File: src/rtl/cache_arbiter.sv
// ---------------------------------------------------------------------------
// cache_arbiter
//
// Purpose:
//   Shares the single L2/physical-memory port between the L1 instruction
//   cache and the L1 data cache. Line-granularity misses and writebacks from
//   both caches are serialized with a round-robin policy, the L2 completion is
//   routed back only to the cache that currently holds the grant, and a
//   saturating count of IDLE-cycle conflicts is kept for performance counters.
//
// Ports:
//   clk, reset             system clock; synchronous active-high reset
//   i_read, i_address      L1I line read request (held until i_resp)
//   i_resp, i_rdata        L1I completion pulse and returned line
//   d_read, d_write        L1D line read / writeback request (held until d_resp)
//   d_address, d_wdata     L1D line address and writeback data
//   d_resp, d_rdata        L1D completion pulse and returned line
//   l2_read, l2_write      request strobes towards L2
//   l2_address, l2_wdata   address and write line towards L2
//   l2_resp, l2_rdata      L2 completion pulse and read line
//   conflict_count         saturating count of IDLE cycles with both requesting
// ---------------------------------------------------------------------------
module cache_arbiter #(
  parameter int LINE_WIDTH = 256
) (
  input  logic                  clk,
  input  logic                  reset,
  input  logic                  i_read,
  input  logic [31:0]           i_address,
  output logic                  i_resp,
  output logic [LINE_WIDTH-1:0] i_rdata,
  input  logic                  d_read,
  input  logic                  d_write,
  input  logic [31:0]           d_address,
  input  logic [LINE_WIDTH-1:0] d_wdata,
  output logic                  d_resp,
  output logic [LINE_WIDTH-1:0] d_rdata,
  output logic                  l2_read,
  output logic                  l2_write,
  output logic [31:0]           l2_address,
  output logic [LINE_WIDTH-1:0] l2_wdata,
  input  logic                  l2_resp,
  input  logic [LINE_WIDTH-1:0] l2_rdata,
  output logic [31:0]           conflict_count
);

  typedef enum logic [1:0] {
    IDLE    = 2'd0,
    GRANT_I = 2'd1,
    GRANT_D = 2'd2
  } arbState_t;

  arbState_t   r_state;
  arbState_t   w_nextState;
  logic        r_lastGrant;
  logic [31:0] r_conflictCount;

  logic        w_reqI;
  logic        w_reqD;
  logic        w_tie;

  // A data-side request is either a line fill or a writeback; a tie is only
  // meaningful when both caches want the port at the same time.
  assign w_reqI = i_read;
  assign w_reqD = d_read | d_write;
  assign w_tie  = w_reqI & w_reqD;

  // The returned line is broadcast to both caches; only the matching resp
  // strobe tells a cache that the data belongs to it.
  assign i_rdata        = l2_rdata;
  assign d_rdata        = l2_rdata;
  assign conflict_count = r_conflictCount;

  // State register, round-robin pointer and conflict counter. last_grant
  // resets to the data side so that the very first tie goes to the
  // instruction cache. The pointer only moves when a new grant is issued out
  // of IDLE, and the conflict counter sticks at all-ones instead of wrapping.
  always_ff @(posedge clk) begin
    if (reset) begin
      r_state         <= IDLE;
      r_lastGrant     <= 1'b1;
      r_conflictCount <= 32'd0;
    end else begin
      r_state <= w_nextState;
      if ((r_state == IDLE) && (w_nextState != IDLE)) begin
        r_lastGrant <= (w_nextState == GRANT_D);
      end
      if ((r_state == IDLE) && w_tie && (r_conflictCount != 32'hFFFF_FFFF)) begin
        r_conflictCount <= r_conflictCount + 32'd1;
      end
    end
  end

  // Next-state and output decode. IDLE picks a winner (opposite of the last
  // grant on a tie) and drives nothing towards L2, so a stray l2_resp there is
  // ignored. A grant is held until l2_resp even if the requester lets go, and
  // the completion is passed straight through in the same cycle. On the data
  // side a writeback takes priority over a read if both are raised.
  always_comb begin
    w_nextState = r_state;
    l2_read     = 1'b0;
    l2_write    = 1'b0;
    l2_address  = 32'd0;
    l2_wdata    = '0;
    i_resp      = 1'b0;
    d_resp      = 1'b0;
    case (r_state)
      IDLE: begin
        if (w_tie) begin
          w_nextState = r_lastGrant ? GRANT_I : GRANT_D;
        end else if (w_reqI) begin
          w_nextState = GRANT_I;
        end else if (w_reqD) begin
          w_nextState = GRANT_D;
        end
      end
      GRANT_I: begin
        l2_read    = 1'b1;
        l2_address = i_address;
        i_resp     = l2_resp;
        if (l2_resp) begin
          w_nextState = IDLE;
        end
      end
      GRANT_D: begin
        l2_read    = d_read & ~d_write;
        l2_write   = d_write;
        l2_address = d_address;
        l2_wdata   = d_wdata;
        d_resp     = l2_resp;
        if (l2_resp) begin
          w_nextState = IDLE;
        end
      end
      default: begin
        w_nextState = IDLE;
      end
    endcase
  end

endmodule

File: config.mk
export PLATFORM = sky130hd
export DESIGN_NAME = cache_arbiter
export DESIGN_NICKNAME = d
export VERILOG_FILES = /design/src/rtl/cache_arbiter.sv
export SDC_FILE = /design/constraint.sdc
export NUM_CORES = 1
export LEC_CHECK = 0
export ABC_AREA = 1
export BUFFER_PORTS_ARGS = -buffer_cell sky130_fd_sc_hd__buf_2
export CAP_MARGIN = 10
export CORE_AREA = 2 2 559 561
export DETAILED_ROUTE_END_ITERATION = 8
export DIE_AREA = 0 0 561 563
export GPL_ROUTABILITY_DRIVEN = 1
export PLACE_DENSITY = 0.3
export SETUP_SLACK_MARGIN = 0.15
export SLEW_MARGIN = 25
export SYNTH_ARGS = -nofsm -noshare
export SYNTH_HDL_FRONTEND = slang
export SYNTH_SLANG_ARGS = --single-unit
File: constraint.sdc
create_clock -name clk -period 1.7 [get_ports clk]
set_clock_uncertainty 0.15 [all_clocks]
set_input_delay 0.085 -clock clk [delete_from_list [all_inputs] [get_ports clk]]
set_output_delay 0.085 -clock clk [all_outputs]
set_load 0.03 [all_outputs]
==> results of run 1 <==
-- cells by family after synthesis --
| logic type | share of synthesized area, % |
|---|---|
| buf+inv | 59.0 |
| simple gates | 26.2 |
| compound gates | 4.64 |
| flops | 7.95 |
| xor+xnor | 1.49 |
| fa+ha+maj | 0.710 |
==> results.yml, run 1 <==
outcome:
  run_status: "did not finish"
  last_stage_the_flow_got_to: "global placement (3_3_place_gp)"
  flow.first_error: "[ERROR GPL-0305] RePlAce diverged during gradient descent calculation, resulting in an invalid step length (Inf or NaN). This is often caused by numerical instability ..."
yosys:
  yosysMostFrequentCell: "sky130_fd_sc_hd__buf_4"
  postSynthCellCount: 1546
  synth_top_cell_by_area: "sky130_fd_sc_hd__buf_4"
  syn_avg_cell_area_um2: 5.70
  ys_async_sr_fraction_pct: 0
  yosysUniqueCellTypes: 29
  synth-main-ff-cell: "sky130_fd_sc_hd__dfxtp_1"
  synth-seq-cells: 35
  synth_top_area_share_pct: 43.6
  synth_cell_count_leaders: "512 x sky130_fd_sc_hd__buf_4, 454 x sky130_fd_sc_hd__nand2_1, 296 x sky130_fd_sc_hd__inv_1"
  syn-cell-area_mm2: 0.00881
  synth-seq-area-share_pct: 7.95
  ys_warn_count: 0
  synth_nets: 2133
  synth-edff-count: 0
  synthTopCellsByArea: "sky130_fd_sc_hd__buf_4 44%, sky130_fd_sc_hd__nand2_1 19%, sky130_fd_sc_hd__inv_1 13%"
die:
  floorplan.initialDensity_pct: 2.84
  chipHeight_um: 563
  rows: 205
  die_width_um: 561
  boundaryPins: 1418
placement:
  buffer_ports.inserted: 649
==> inputs of run 2 (changes only) <==
CORE_AREA = 2 2 546 548   (was 2 2 559 561)
DIE_AREA = 0 0 548 550   (was 0 0 561 563)
PLACE_DENSITY = default   (was 0.3)
PLACE_DENSITY_LB_ADDON = 0.15   (was default)
SETUP_SLACK_MARGIN = default   (was 0.15)
clock period = 2.2 ns   (was 1.7 ns; I/O delays follow)
==> results.yml, run 2 <==
outcome:
  run_status: "finished, final reports clean"
cts:
  cts.hold.buffers_added: 0
  cts_root_buf: "sky130_fd_sc_hd__clkbuf_16"
  cts.clk_slew.worst_paths_ps: 70
  cts-buffers-inserted: 5
  clock_tree.buffer_depth: 2
  worst_skew_pair.late_latency_ps: 310
  clock-sinks: 35
  cts_tree: "built"
  cts_htree_levels: 2
pwr:
  power.leakage_nw: 7.50
  power_mw: 6.03
  power_density_mw_per_mm2: 393
  maximum_ir_drop_on_the_vdd_rail_mv: 0.207
timing:
  final-setup-viol-count: 0
  min_tclk_post_route_ps: 2190
  worst_slew_pin_slew_ps: 591
  timing.final.crit_share_pct: 99.5
  final_max_slew_viol_count: 0
  tns_ps: 0
  timing_hold_violations_final: 0
  fin_hold_ws_ps: 70.0
  timing.slew.headroom_pct: 60.6
  max_freq_mhz: 457
  setup_repair_after_global_routing_missed_its_margin: "true"
setup_path:
  crit_path_arrival_time_ps: 1930
  cp-end-kind: "primary output"
  start_to_end_type_of_the_worst_setup_path: "reg -> out"
  critical_path_source_type: "flip-flop"
  worstPathMaxFanout: 36
  cp_data_required_time_ps: 1940
  ff2ff_path_depth: 11
layout:
  postLayoutCellArea_mm2: 0.0154
  largest_register_ff_count: 32
  drive_gt1_share_pct: 47.2
  nFillCells: 35288
  flow.area_growth_from_synthesis_pct: 74.3
  most_common_cell_after_layout_fill_and_taps_aside: "sky130_fd_sc_hd__buf_2"
  design.final.nets: 2305
  mostFrequentLayoutCells: "519 x sky130_fd_sc_hd__buf_2, 446 x sky130_fd_sc_hd__nand2_1, 291 x sky130_fd_sc_hd__inv_1, 74 x sky130_fd_sc_hd__buf_12, 73 x sky130_fd_sc_hd__buf_4"
routing:
  count_of_routing_violations_after_the_opening_detailed_route_iteration: 789
  drcViolationCount: 0
  vias: 10221
  detail_route.wirelength_um: 153000
  detail-route-antenna-nets: 0
  drt-pass1-iter-count: 5
  wl_per_instance_um: 27.0
  routed_via_density: 1.80
grt:
  grt_overflow: 0
  gr-usage-all-layers_pct: 9.46
  grt_first_pass_wirelength_um: 172000
  via_count_of_the_first_global_routing_pass: 10018
  grt_antenna_before_repair: 75
  grt_max_degree: 82
run:
  cap_violations: 0
yosys:
  synth-seq-cells: 35
  synth-seq-area-share_pct: 7.95
  synth_cell_count_leaders: "512 x sky130_fd_sc_hd__buf_4, 454 x sky130_fd_sc_hd__nand2_1, 296 x sky130_fd_sc_hd__inv_1"
  synth-edff-count: 0
  yosysMostFrequentCell: "sky130_fd_sc_hd__buf_4"
  synthTopCellsByArea: "sky130_fd_sc_hd__buf_4 44%, sky130_fd_sc_hd__nand2_1 19%, sky130_fd_sc_hd__inv_1 13%"
  yosysUniqueCellTypes: 29
  synth_nets: 2133
  ys_warn_count: 0
  synth_top_area_share_pct: 43.6
  synth_top_cell_by_area: "sky130_fd_sc_hd__buf_4"
  ys_async_sr_fraction_pct: 0
  syn-cell-area_mm2: 0.00881
  syn_avg_cell_area_um2: 5.70
  synth-main-ff-cell: "sky130_fd_sc_hd__dfxtp_1"
  postSynthCellCount: 1546
die:
  coreArea_mm2: 0.296
  floorplan.initialDensity_pct: 2.98
  rows: 200
  boundaryPins: 1418
  chipHeight_um: 550
  dieArea_mm2: 0.301
  die_width_um: 548
placement:
  dp_hpwl_um: 141000
  buffer_ports.inserted: 649
  place.gp.congestion: 0.860
  detailed_place.area_mm2: 0.0145
worst_hold_path:
  min_path_cells: 0
  hold_path.class: "in -> out"
-- run 2: cell counts after synthesis --
Identical to the previous run, type by type.
-- run 2: repair_timing --
item                       4_1_cts  5_1_grt
gates resized for setup         46       70
setup endpoints to repair      145      162
setup buffers                    5        0
cloned                           3        7
pin swaps                        1        1
-- run 2: logic make-up (layout without fill, tap and decap cells) --
kind of cell	Yosys count	count (layout)	synth area share, %
simple gates	567	567	26.2
xor+xnor	15	15	1.49
other cells	0	13	0
compound gates	66	66	4.64
buf+inv	858	1031	59.0
flops	35	35	7.95
fa+ha+maj	5	5	0.710
-- run 2: area by class of cell --
class,instances,area (µm²),share of cell area (%)
inverters,300,1130,7.36
well taps,3939,4930,32.1
repair buffers,723,5370,34.9
clock inverters,3,47.5,0.309
flip-flops and latches,35,704,4.59
multi-input cells,653,3030,19.7
clock buffers,5,125,0.814
diodes,13,32.5,0.212
-- run 2: where the power goes --
group	total (mW)	internal, mW	switching [mW]	leakage (nW)
Sequential	0.665	0.648	0.0164	0.283
Clock	0.930	0.544	0.386	0.0845
Combinational	4.44	1.46	2.97	7.13
Total	6.03	2.66	3.38	7.50
-- run 2: critical path, stage by stage (launching register included) --
cell	delay, ps
sky130_fd_sc_hd__dfxtp_4	370
sky130_fd_sc_hd__inv_2	90
sky130_fd_sc_hd__ha_4	180
sky130_fd_sc_hd__buf_16	150
sky130_fd_sc_hd__buf_12	140
sky130_fd_sc_hd__bufbuf_16	340
sky130_fd_sc_hd__nand2_1	70
sky130_fd_sc_hd__inv_1	60
sky130_fd_sc_hd__buf_2	190
-- run 2: metrics by stage --
| stage | std cells | setup slack [ps] | util (%) |
|---|---|---|---|
| floorplan | 1546 | 155 | - |
| global placement | 5635 | 77.1 | 4.90 |
| detailed placement | 5635 | 110 | 4.90 |
| CTS | 5651 | -8.04 | 5.07 |
| global route | 5666 | -82.6 | 5.19 |
| finish | 5671 | 10.0 | 5.20 |
-- run 2: per-layer routing --
| metal | wire [µm] | vias to the layer above | GRT usage [%] |
|---|---|---|---|
| li1 | - | 4267 | - |
| met1 | 39100 | 4441 | 7.22 |
| met2 | 74700 | 1064 | 16.1 |
| met3 | 31800 | 417 | 8.83 |
| met4 | 7320 | 32 | 4.28 |
| met5 | 237 | - | 0.109 |
-- run 2: worst paths after layout --
kind | slack [ps] | start | end
worst max register to register | 230 | conflict_count[1] | conflict_count[21]
worst min register to register | 360 | conflict_count[3] | conflict_count[3]
worst max-delay path | 10 | r_state[0] | l2_wdata[131]
worst min-delay path | 70 | l2_rdata[125] | i_rdata[125]
Power figures use the tool's default switching activity.
==> inputs of run 3 (changes only) <==
CORE_AREA = 10 10 538 540   (was 2 2 546 548)
==> results.yml, run 3 (synthesis results as in run 2) <==
cts:
  cts.hold.buffers_added: 0
  cts_root_buf: "sky130_fd_sc_hd__clkbuf_16"
  worst_skew_pair.late_latency_ps: 320
  cts_tree: "built"
  clock-sinks: 35
  cts_htree_levels: 2
  cts.clk_slew.worst_paths_ps: 70
  clock_tree.buffer_depth: 2
  cts-buffers-inserted: 5
placement:
  place_inst: 5418
  place.gp.congestion: 0.871
  dp_hpwl_um: 146000
  detailed_place.area_mm2: 0.0140
  buffer_ports.inserted: 649
worst_hold_path:
  hold_path.class: "in -> out"
  min_path_cells: 0
  hold_path_end: "d_rdata[136]"
  hp-start: "l2_rdata[136]"
setup_path:
  crit_top_cell: "sky130_fd_sc_hd__buf_4"
  worstPathMaxFanout: 18
  timing.critical_path.max_delay_family: "buffers and inverters"
  r2r-end: "conflict_count[18]"
  cp_slowest_stage_delay_ps: 370
  setup.worst_path.start: "r_state[1]"
  start_to_end_type_of_the_worst_setup_path: "reg -> out"
  cp_data_required_time_ps: 1940
  ff2ff_path_depth: 8
  timing.critical_path.slowest_stage_cell: "sky130_fd_sc_hd__dfxtp_2"
  timing.critical_path.cells: "inv_1, ha_1, inv_4, buf_4, a21oi_1, buf_4"
  cp-end-kind: "primary output"
  worst-path-buf-inv: 4
  worst_r2r_startpoint: "conflict_count[1]"
  crit_path_arrival_time_ps: 1890
  regToRegSetupSlack_ps: 210
  critical_path_source_type: "flip-flop"
routing:
  drt-pass1-iter-count: 7
  count_of_routing_violations_after_the_opening_detailed_route_iteration: 571
  vias: 10166
  routed_via_density: 1.86
  detail-route-antenna-nets: 0
  drcViolationCount: 0
  wl_per_instance_um: 29.0
  detail_route.wirelength_um: 158000
grt:
  gr-usage-all-layers_pct: 9.72
  via_count_of_the_first_global_routing_pass: 10704
  grt_first_pass_wirelength_um: 181000
  grt_max_degree: 51
  grt_overflow: 0
  grt_antenna_before_repair: 92
timing:
  final_max_slew_viol_count: 0
  min_tclk_post_route_ps: 2150
  timing_hold_violations_final: 0
  final-setup-viol-count: 0
  timing.slew.headroom_pct: 74.1
  timing.final.crit_share_pct: 97.7
  setup_repair_after_global_routing_missed_its_margin: "true"
  max_freq_mhz: 465
  worst_slew_pin_slew_ps: 389
layout:
  mostFrequentLayoutCells: "531 x sky130_fd_sc_hd__buf_2, 443 x sky130_fd_sc_hd__nand2_1, 292 x sky130_fd_sc_hd__inv_1, 85 x sky130_fd_sc_hd__buf_4, 60 x sky130_fd_sc_hd__buf_12"
  drive_gt1_share_pct: 47.2
  finish.cell_count_without_fillers: 5458
  design.final.nets: 2307
  postLayoutCellArea_mm2: 0.0149
  most_common_cell_after_layout_fill_and_taps_aside: "sky130_fd_sc_hd__buf_2"
  nFillCells: 33342
  flow.area_growth_from_synthesis_pct: 69.0
  largest_register_ff_count: 32
die:
  rows: 194
  die_width_um: 548
  floorplan.initialDensity_pct: 3.17
  boundaryPins: 1418
  dieArea_mm2: 0.301
  chipHeight_um: 550
  coreArea_mm2: 0.278
outcome:
  run_status: "finished, final reports clean"
pwr:
  power.clock.fraction_pct: 15.8
  power_mw: 5.97
  power_density_mw_per_mm2: 401
  p_sw_share_pct: 56.0
  maximum_ir_drop_on_the_vdd_rail_mv: 0.262
  p_comb_share_pct: 73.1
  seq_power_share_pct: 11.1
  p_sw_mw: 3.35
  power.internal_mw: 2.63
  power.leakage_nw: 7.47
run:
  cap_violations: 0
-- run 3: cell count changes in the layout (fill, tap and decap cells not counted), sizes merged --
cell | before | now
buf | 681 | 703
clkbuf | 45 | 26
bufbuf | 2 | 1
clkinv | 1 | 2
inv | 301 | 300
-- run 3: what timing repair did --
item | CTS | global route
setup endpoints to repair | 171 | 71
gates cloned | 6 | 3
setup buffers | 6 | 4
resized for setup | 57 | 87
-- run 3: area by class of cell --
cell class | instances | area (µm²) | share of cell area (%)
timing repair buffer | 725 | 5210 | 35.0
clock inverter | 3 | 43.8 | 0.294
multi-input combinational | 653 | 2980 | 20.0
antenna | 13 | 32.5 | 0.218
tap | 3724 | 4660 | 31.3
sequential | 35 | 706 | 4.74
clock buffer | 5 | 125 | 0.840
inverter | 300 | 1140 | 7.63
-- run 3: through the flow --
stage	setup TNS [ps]	worst slack (ps)	hold slack [ps]	utilization (%)
after detailed placement	0	96.2	70.3	5.02
after global routing	-108	-44.4	70.0	5.34
after floorplan	0	155	170	-
final	0	50.4	70.0	5.35
after CTS	-9.82	-7.24	70.3	5.23
after global placement	0	70.9	70.3	5.02
-- run 3: how the worst max path moves through the flow --
stage | endpoint | slack, ps | cells after the start
2_1_floorplan | conflict_count[10] | 150 | 11
4_1_cts | l2_address[24] | -7 | 6
3_5_place_dp | l2_address[24] | 100 | 6
3_3_place_gp | l2_address[24] | 70 | 6
6_report | l2_address[24] | 50 | 6
5_1_grt | l2_address[24] | -40 | 6
-- run 3: worst reg2reg max path: cells and delay by family (launching register included) --
family                   cells  cell delay (ps)
AO/OA/AOI/OAI                1              170
adder cells (fa/ha/maj)      1              250
AND/OR/NAND/NOR              6              880
flip-flops                   1              420
-- run 3: power by group through the flow --
stage / Sequential, mW / Combinational [mW] / Clock, mW
floorplan: 0.684 / 3.46 / 0
global placement: 0.678 / 4.04 / 0
detailed placement: 0.678 / 4.01 / 0
CTS: 0.665 / 4.34 / 1.02
global route: 0.668 / 4.69 / 1.01
finish: 0.666 / 4.36 / 0.944
-- run 3: per-layer routing --
layer | up-vias | GRT usage, % | share of wire (%)
li1 | 4268 | - | -
met1 | 4363 | 7.49 | 26
met2 | 1117 | 17.2 | 49
met3 | 380 | 8.82 | 20
met4 | 38 | 3.20 | 4.2
met5 | - | 0.969 | 0.40
==> inputs of run 4 (changes only) <==
ABC_AREA = default   (was 1)
CORE_AREA = 10 10 546 548   (was 10 10 538 540)
DIE_AREA = 0 0 556 558   (was 0 0 548 550)
==> results.yml, run 4 <==
yosys:
  synthTopCellsByArea: "sky130_fd_sc_hd__buf_4 48%, sky130_fd_sc_hd__and2_1 20%, sky130_fd_sc_hd__dfxtp_1 8.8%"
  synth-main-ff-cell: "sky130_fd_sc_hd__dfxtp_1"
  ys_warn_count: 0
  yosysMostFrequentCell: "sky130_fd_sc_hd__buf_4"
  yosysUniqueCellTypes: 51
  synth_nets: 1681
  synth-edff-count: 0
  synth-seq-cells: 35
  syn-cell-area_mm2: 0.00797
  ys_async_sr_fraction_pct: 0
  syn_avg_cell_area_um2: 7.29
  synth-seq-area-share_pct: 8.79
  synth_top_cell_by_area: "sky130_fd_sc_hd__buf_4"
  postSynthCellCount: 1094
  synth_cell_count_leaders: "513 x sky130_fd_sc_hd__buf_4, 259 x sky130_fd_sc_hd__and2_1, 42 x sky130_fd_sc_hd__clkbuf_1"
  synth_top_area_share_pct: 48.3
pwr:
  seq_power_share_pct: 7.6
  maximum_ir_drop_on_the_vdd_rail_mv: 0.243
  p_comb_share_pct: 83.4
  power.internal_mw: 4.47
  power_density_mw_per_mm2: 513
  power.clock.fraction_pct: 9.0
  power.leakage_nw: 6.27
  p_sw_share_pct: 49.2
  p_sw_mw: 4.33
routing:
  vias: 8656
  routed_via_density: 1.68
  drcViolationCount: 0
  wl_per_instance_um: 33.1
  drt-pass1-iter-count: 4
  detail_route.wirelength_um: 170000
  count_of_routing_violations_after_the_opening_detailed_route_iteration: 350
  detail-route-antenna-nets: 0
setup_path:
  regToRegSetupSlack_ps: -20
  ff2ff_path_depth: 7
  timing.critical_path.slowest_stage_cell: "sky130_fd_sc_hd__dfxtp_2"
  cp_slowest_stage_delay_ps: 330
  critical_path_source_type: "flip-flop"
  start_to_end_type_of_the_worst_setup_path: "reg -> out"
  cp_data_required_time_ps: 1940
  crit_path_arrival_time_ps: 2030
  crit_top_cell: "sky130_fd_sc_hd__buf_12"
  cp-end-kind: "primary output"
  worstPathMaxFanout: 8
  timing.critical_path.cells: "buf_6, ha_4, buf_12, clkbuf_16, buf_16, a22oi_2, nor2b_1, buf_4, buf_12"
die:
  chipHeight_um: 558
  boundaryPins: 1418
  die_width_um: 556
  floorplan.initialDensity_pct: 2.78
  coreArea_mm2: 0.287
  rows: 197
  dieArea_mm2: 0.310
layout:
  finish.cell_count_without_fillers: 5143
  most_common_cell_after_layout_fill_and_taps_aside: "sky130_fd_sc_hd__buf_2"
  multiInputGateArea_mm2: 0.00394
  flow.area_growth_from_synthesis_pct: 115
  seq_area_um2: 706
  drive_gt1_share_pct: 79.5
  largest_register_ff_count: 32
  nFillCells: 34067
  design.final.nets: 1933
  mostFrequentLayoutCells: "396 x sky130_fd_sc_hd__buf_2, 155 x sky130_fd_sc_hd__and2_4, 128 x sky130_fd_sc_hd__buf_6, 93 x sky130_fd_sc_hd__and2_1, 91 x sky130_fd_sc_hd__buf_12"
cts:
  cts.clk_slew.worst_paths_ps: 60
  cts_tree: "built"
  cts.hold.buffers_added: 0
  cts-buffers-inserted: 5
  clock-sinks: 35
  cts_htree_levels: 2
  cts_root_buf: "sky130_fd_sc_hd__clkbuf_16"
  clock_tree.buffer_depth: 2
  worst_skew_pair.late_latency_ps: 290
timing:
  final-setup-viol-count: 23
  tns_ps: -535
  worst_slew_pin_slew_ps: 638
  timing.final.crit_share_pct: 104
  setup_repair_after_global_routing_missed_its_margin: "true"
  final_max_slew_viol_count: 0
  setup_ws_ps: -87.9
  max_freq_mhz: 437
  min_tclk_post_route_ps: 2290
  timing.slew.headroom_pct: 57.3
  timing_hold_violations_final: 0
run:
  cap_violations: 0
grt:
  grt_max_degree: 33
  via_count_of_the_first_global_routing_pass: 8866
  grt_first_pass_wirelength_um: 188000
  gr-usage-all-layers_pct: 10.1
  grt_antenna_before_repair: 112
  grt_overflow: 0
placement:
  buffer_ports.inserted: 649
  dp_hpwl_um: 155000
  place_inst: 5082
  place.gp.congestion: 0.919
outcome:
  run_status: "finished, violations left"
  violated_checks: "negative setup slack"
worst_hold_path:
  hold_path.class: "in -> out"
  min_path_cells: 0
## run 4: changes by cell type in the layout (fill, tap and decap cells not counted), moves of 37 or more
| cell | before | now |
|---|---|---|
| sky130_fd_sc_hd__buf_6 | 16 | 128 |
| sky130_fd_sc_hd__nor2_1 | 56 | 19 |
| sky130_fd_sc_hd__buf_8 | 1 | 49 |
| sky130_fd_sc_hd__inv_1 | 292 | 7 |
| sky130_fd_sc_hd__and2_1 | 0 | 93 |
| sky130_fd_sc_hd__buf_2 | 531 | 396 |
| sky130_fd_sc_hd__nand2_1 | 443 | 14 |
| sky130_fd_sc_hd__and2_4 | 0 | 155 |
## run 4: path summary, 6_finish.rpt
kind | start | endpoint
hold reg to reg | conflict_count[11] | conflict_count[11]
hold / removal | l2_rdata[54] | i_rdata[54]
setup / recovery | r_state[1] | l2_address[13]
setup reg to reg | r_state[0] | conflict_count[18]
## run 4: power by group through the flow
stage	sequential (mW)	clock (mW)	combinational [mW]
after floorplan	0.694	0	3.78
final	0.669	0.791	7.33
after global placement	0.680	0	5.31
after global routing	0.671	0.841	7.75
after detailed placement	0.679	0	5.28
after CTS	0.669	0.819	6.68
## run 4: kinds of logic (layout without fill, tap and decap cells)
group	count (synthesis)	after routing	synth area share, %
AOI/OAI and AO/OA	89	90	7.67
xor gates and xnor gates	6	6	0.659
adders and majority gates	5	5	0.785
buffers and inverters	567	819	51.2
DFF	35	35	8.79
muxes	4	4	0.549
other	0	15	0
and+or+nand+nor	388	388	30.4
## run 4: repair_timing
| item | in CTS | in global routing |
|---|---|---|
| cloned | 14 | 14 |
| gates resized for setup | 320 | 512 |
| buffers inserted | 24 | 19 |
| endpoints found under the setup margin | 253 | 256 |
| pin swaps | 8 | 31 |
## run 4: stage by stage
stage / setup slack, ps / total power [mW] / instance area, µm² / hold slack (ps) / utilization, %
3_3_place_gp: -55.4 / 5.99 / 13900 / 70.3 / 4.83
5_1_grt: -147 / 9.26 / 17100 / 70.0 / 5.96
2_1_floorplan: 3.90 / 4.47 / 7980 / 197 / -
3_5_place_dp: -38.0 / 5.96 / 13900 / 70.3 / 4.83
6_report: -87.9 / 8.79 / 17100 / 70.0 / 5.97
4_1_cts: -128 / 8.17 / 15700 / 70.3 / 5.48
## run 4: final cells by class
cell class                      instances  share of cell area (%)
Multi-Input combinational cell        493                    23.0
Timing Repair Buffer                  802                    43.9
Inverter                                9                   0.197
Antenna cell                           15                   0.219
Tap cell                             3781                    27.6
Clock buffer                            8                   0.913
Sequential cell                        35                    4.12
## run 4: routing by layer
layer | wire length, µm | GRT usage, %
met1 | 44900 | 7.78
met5 | 47 | 0.0152
met3 | 32000 | 8.60
met2 | 85900 | 18.5
met4 | 7430 | 3.26
## run 4: worst max-delay path: cells and delay by family (launching register included)
family,cells,cell delay [ps]
AND/OR/NAND/NOR,1,80
adder cells (fa/ha/maj),1,210
buffers and inverters,6,920
flip-flops,1,330
AO/OA/AOI/OAI,1,170
